==> src/rtl/scan_chain_driver.sv <==
// Scan chain master: serialises an N-bit word MSB-first onto scan_in while
// capturing the chain's previous contents from scan_out as a readback word.
module scan_chain_driver #(
  parameter int N = 32,
  localparam int CNT_W = $clog2(N + 1)
) (
  input  logic         scan_clk,
  input  logic         scan_rstb,
  input  logic         wr_valid,
  output logic         wr_ready,
  input  logic [N-1:0] wr_data,
  output logic         rd_valid,
  input  logic         rd_ready,
  output logic [N-1:0] rd_data,
  output logic         scan_en,
  output logic         scan_in,
  input  logic         scan_out,
  output logic         busy
);

  typedef enum logic [1:0] {IDLE, SHIFT, CAPTURE, RESP} state_t;

  state_t             state_reg, state_next;
  logic [N-1:0]       tx_reg, tx_next;
  logic [N-1:0]       cap_reg, cap_next;
  logic [CNT_W-1:0]   cnt_reg, cnt_next;
  logic               arm_reg, arm_next;
  logic               scan_en_reg, scan_en_next;
  logic               scan_in_reg, scan_in_next;
  logic               rd_valid_reg, rd_valid_next;
  logic [N-1:0]       rd_data_reg, rd_data_next;

  always_ff @(posedge scan_clk or negedge scan_rstb) begin
    if (!scan_rstb) begin
      state_reg    <= IDLE;
      tx_reg       <= '0;
      cap_reg      <= '0;
      cnt_reg      <= '0;
      arm_reg      <= 1'b0;
      scan_en_reg  <= 1'b0;
      scan_in_reg  <= 1'b0;
      rd_valid_reg <= 1'b0;
      rd_data_reg  <= '0;
    end else begin
      state_reg    <= state_next;
      tx_reg       <= tx_next;
      cap_reg      <= cap_next;
      cnt_reg      <= cnt_next;
      arm_reg      <= arm_next;
      scan_en_reg  <= scan_en_next;
      scan_in_reg  <= scan_in_next;
      rd_valid_reg <= rd_valid_next;
      rd_data_reg  <= rd_data_next;
    end
  end

  always_comb begin
    state_next    = state_reg;
    tx_next       = tx_reg;
    cap_next      = cap_reg;
    cnt_next      = cnt_reg;
    arm_next      = arm_reg;
    scan_en_next  = scan_en_reg;
    scan_in_next  = scan_in_reg;
    rd_valid_next = rd_valid_reg;
    rd_data_next  = rd_data_reg;

    case (state_reg)
      IDLE: begin
        if (wr_valid) begin
          tx_next      = wr_data;
          scan_in_next = wr_data[N-1];
          scan_en_next = 1'b1;
          cnt_next     = '0;
          arm_next     = 1'b0;
          state_next   = SHIFT;
        end
      end
      SHIFT: begin
        tx_next  = {tx_reg[N-2:0], 1'b0};
        // scan_out only carries chain data after the first shift edge
        arm_next = 1'b1;
        if (arm_reg) begin
          cap_next = {cap_reg[N-2:0], scan_out};
          cnt_next = cnt_reg + CNT_W'(1);
        end
        if (arm_reg && cnt_reg == CNT_W'(N - 2)) begin
          scan_en_next = 1'b0;
          scan_in_next = 1'b0;
          state_next   = CAPTURE;
        end else begin
          scan_in_next = tx_reg[N-2];
        end
      end
      CAPTURE: begin
        // chain is no longer shifting, so scan_out still holds the last bit
        cap_next      = {cap_reg[N-2:0], scan_out};
        rd_data_next  = {cap_reg[N-2:0], scan_out};
        rd_valid_next = 1'b1;
        if (cnt_reg != CNT_W'(N)) cnt_next = cnt_reg + CNT_W'(1);
        state_next    = RESP;
      end
      RESP: begin
        if (rd_ready) begin
          rd_valid_next = 1'b0;
          state_next    = IDLE;
        end
      end
      default: state_next = IDLE;
    endcase
  end

  assign wr_ready = (state_reg == IDLE);
  assign busy     = (state_reg != IDLE);
  assign scan_en  = scan_en_reg;
  assign scan_in  = scan_in_reg;
  assign rd_valid = rd_valid_reg;
  assign rd_data  = rd_data_reg;

endmodule

==> config.mk <==
export PLATFORM = sky130hd
export DESIGN_NAME = scan_chain_driver
export DESIGN_NICKNAME = d
export VERILOG_FILES = /design/src/rtl/scan_chain_driver.sv
export SDC_FILE = /design/constraint.sdc
export NUM_CORES = 1
export LEC_CHECK = 0
export BUFFER_PORTS_ARGS = -buffer_cell sky130_fd_sc_hd__buf_2
export CORE_ASPECT_RATIO = 0.5
export CORE_MARGIN = 8
export CORE_UTILIZATION = 25
export DETAILED_ROUTE_END_ITERATION = 10
export PLACE_DENSITY = 0.49
export SYNTH_ARGS = -nofsm -noshare
export SYNTH_HDL_FRONTEND = slang
export SYNTH_SLANG_ARGS = --single-unit
==> constraint.sdc <==
create_clock -name scan_clk -period 5.4 [get_ports scan_clk]
set_input_delay 0.54 -clock scan_clk [delete_from_list [all_inputs] [get_ports scan_clk]]
set_output_delay 0.54 -clock scan_clk [all_outputs]
set_load 0.02 [all_outputs]
==> run_results.csv <==
group,metric,value,unit
status,outcome,"finished, final reports clean",
layout,fin_util,31.1,%
global_routing,met3_usage,2.92,%
clock_network,cts_tree,"built",
sta,period_share,46.4,%
power,p_per_area,599,mW/mm^2
worst_setup_path,path_cells,"inv_1 -> ha_2 -> mux2i_4 -> mux2_2",
die,rows,34,
global_routing,grt_pass1_wl,15400,um
layout,fin_cells,654,
die,start_util,25.7,%
global_routing,use_met1,11.2,%
logic_synthesis,synth_ff_type,"dfrtp_1",
logic_synthesis,ys_seq_elements,106,
sta,relSlewSlack,25.6,%
placement,io_buffers,73,
global_routing,grt_max_degree,62,
sta,worst_slack,2.89,ns
clock_network,cts-htree-levels,3,
logic_synthesis,ys_seq_area_share,58.9,%
worst_setup_path,cp-end-kind,"register",
die,core,0.0175,mm^2
worst_setup_path,cp_max_fo,36,
layout,area_growth,20.7,%
die,die_h,111,um
clock_network,hold_buffers,0,
sta,slew_viol_final,0,
detailed_routing,drt-total-wl,9200,um
detailed_routing,vias_per_cell,4.16,
worst_setup_path,crit_type,"register to register",
layout,final_nets,461,
die,die_w,206,um
global_routing,grt_use_total,8.32,%
detailed_routing,dr_total_vias,2723,
power,p_total,0.00325,W
clock_network,clockBufferDepth,2,
logic_synthesis,synth_nets,391,
clock_network,cts_setup_buffers,0,
sta,fmax,399,MHz
placement,place_hpwl,6310,um
logic_synthesis,syn-instance-count,345,
global_routing,grt_most_used_layer,"met2",
logic_synthesis,syn_area_per_cell,13.0,um^2
detailed_routing,drt.antenna.violating_nets,0,
die,die_area,0.0228,mm^2
layout,largest_reg_flops,32,
worst_hold_path,hold_path.class,"input port to asynchronous set/reset pin",
power,cellLeakagePower,2.59,nW
sta,finClkSkew,0.00482,ns
clock_network,insertion_delay,0.35,ns
clock_network,path_clk_slew,0.07,ns
sta,timing.final.hold_violations,0,
global_routing,use_met2,12.6,%
sta,min_period,2.51,ns
placement,placedCellCount,638,
run,drv_cap,0,
clock_network,cts_resized,0,
logic_synthesis,synth_cell_types,33,
placement,place_ws,2.83,ns
detailed_routing,dr.pass1.iters,4,
sta,tns,0,ns
logic_synthesis,ys_async_sr_fraction,100,%
worst_setup_path,cp_slowest_cell,"mux2i_4",
clock_network,cts_made_buffers,9,
sta,rsz0062_at_grt,"no",
global_routing,antenna_found_initial,0,
die,ioPinCount,74,
worst_setup_path,worst_setup_path_start_kind,"register",
sta,report.final.setup_viol,0,
layout,diodes,0,
logic_synthesis,synth_area,0.00450,mm^2
logic_synthesis,synth_edf_count,0,
detailed_routing,route.detailed.wl_per_inst,14.1,um
worst_setup_path,critPathMaxStageDelay,0.96,ns
detailed_routing,drt_iter0_markers,126,
worst_setup_path,crit_arrival,2.74,ns
detailed_routing,route.detailed.drc,0,
placement,gp_congestion,0.676,
worst_setup_path,worstPathRequired,5.63,ns
clock_network,cts_root_buf,"clkbuf_16",
global_routing,overflow,0,
logic_synthesis,ys_warn_count,0,
global_routing,grt_pass1_vias,2869,
power,ir_drop,0.000235,V
layout,drive_gt1_share,38.3,%
clock_network,clock_sinks,106,
sta,tightest_slew,1.09,ns
==> synth_stat cells (4+ instances only) <==
cell	instances	area [um^2]
buf_1	4	15.0
mux2_1	4	45.0
a21oi_1	6	30.0
inv_1	9	33.8
nand2_1	36	135
nor2_1	5	18.8
ha_1	9	113
dfrtp_1	106	2650
clkbuf_1	7	26.3
mux2_2	59	664
o21ai_0	34	170
mux2i_1	36	360
buf_2	6	30.0
==> through the flow <==
step	instance area (um^2)	hold WS, ns
after floorplan	4500	0.244
after global placement	5140	0.461
after detailed placement	5140	0.470
after CTS	5430	0.263
after global routing	5430	0.297
final	5430	0.240
==> critical path: cells and delay by family, from the launching register on <==
family     cells  cell delay, ns
flops          1            0.41
fa+ha+maj      1            0.47
buf+inv        1            0.11
mux            2            1.39
==> layout by cell type (no fill, tap or decap), types with 4 or more instances in the layout <==
cell type | Yosys | final
a21oi_1 | 6 | 6
buf_2 | 6 | 72
buf_4 | 0 | 4
clkbuf_16 | 0 | 9
dfrtp_1 | 106 | 106
ha_1 | 9 | 7
inv_1 | 9 | 9
mux2_1 | 4 | 4
mux2_2 | 59 | 59
mux2i_1 | 36 | 35
nand2_1 | 36 | 36
nor2_1 | 5 | 5
o21ai_0 | 34 | 34
==> report_power, final <==
group | switching [W] | internal [W]
Sequential | 0.000192 | 0.00111
Combinational | 0.000705 | 0.000606
Clock | 0.000299 | 0.000344
==> cells by family after synthesis <==
group	after synthesis	synth area share, %
AO/OA/AOI/OAI	49	6.53
flip-flops	106	58.9
adder cells (fa/ha/maj)	9	2.50
buffers and inverters	26	2.33
AND/OR/NAND/NOR	56	5.95
multiplexers	99	23.8
==> area by class of cell <==
class                           instances  area [um^2]
Clock buffer                           12          256
Clock inverter                          4         33.8
Fill cell                            1788        12100
Inverter                                9         33.8
Multi-Input combinational cell        213         1770
Sequential cell                       106         2650
Tap cell                              234          293
Timing Repair Buffer                   76          390
==> final timing paths <==
kind                              start     endpoint  slack, ns  depth (start not counted)
max                        state_reg[0]  cap_reg[18]       2.89                          4
min reg2reg                   tx_reg[4]    tx_reg[4]       0.48                          2
max in group asynchronous     scan_rstb   tx_reg[23]       4.01                          2
max reg2reg                state_reg[0]  cap_reg[18]       2.89                          4
min in group scan_clk          scan_out   cap_reg[0]       0.43                          2
min                           scan_rstb   tx_reg[22]       0.24                          1
==> layer usage <==
layer	up-vias	routed length, um	share of wire [%]
li1	1350	-	-
met1	1328	4640	50
met2	38	4130	45
met3	7	364	4.0
met4	0	69	0.75
met5	-	0	0
Note: power is estimated with default switching activity, not from simulation.
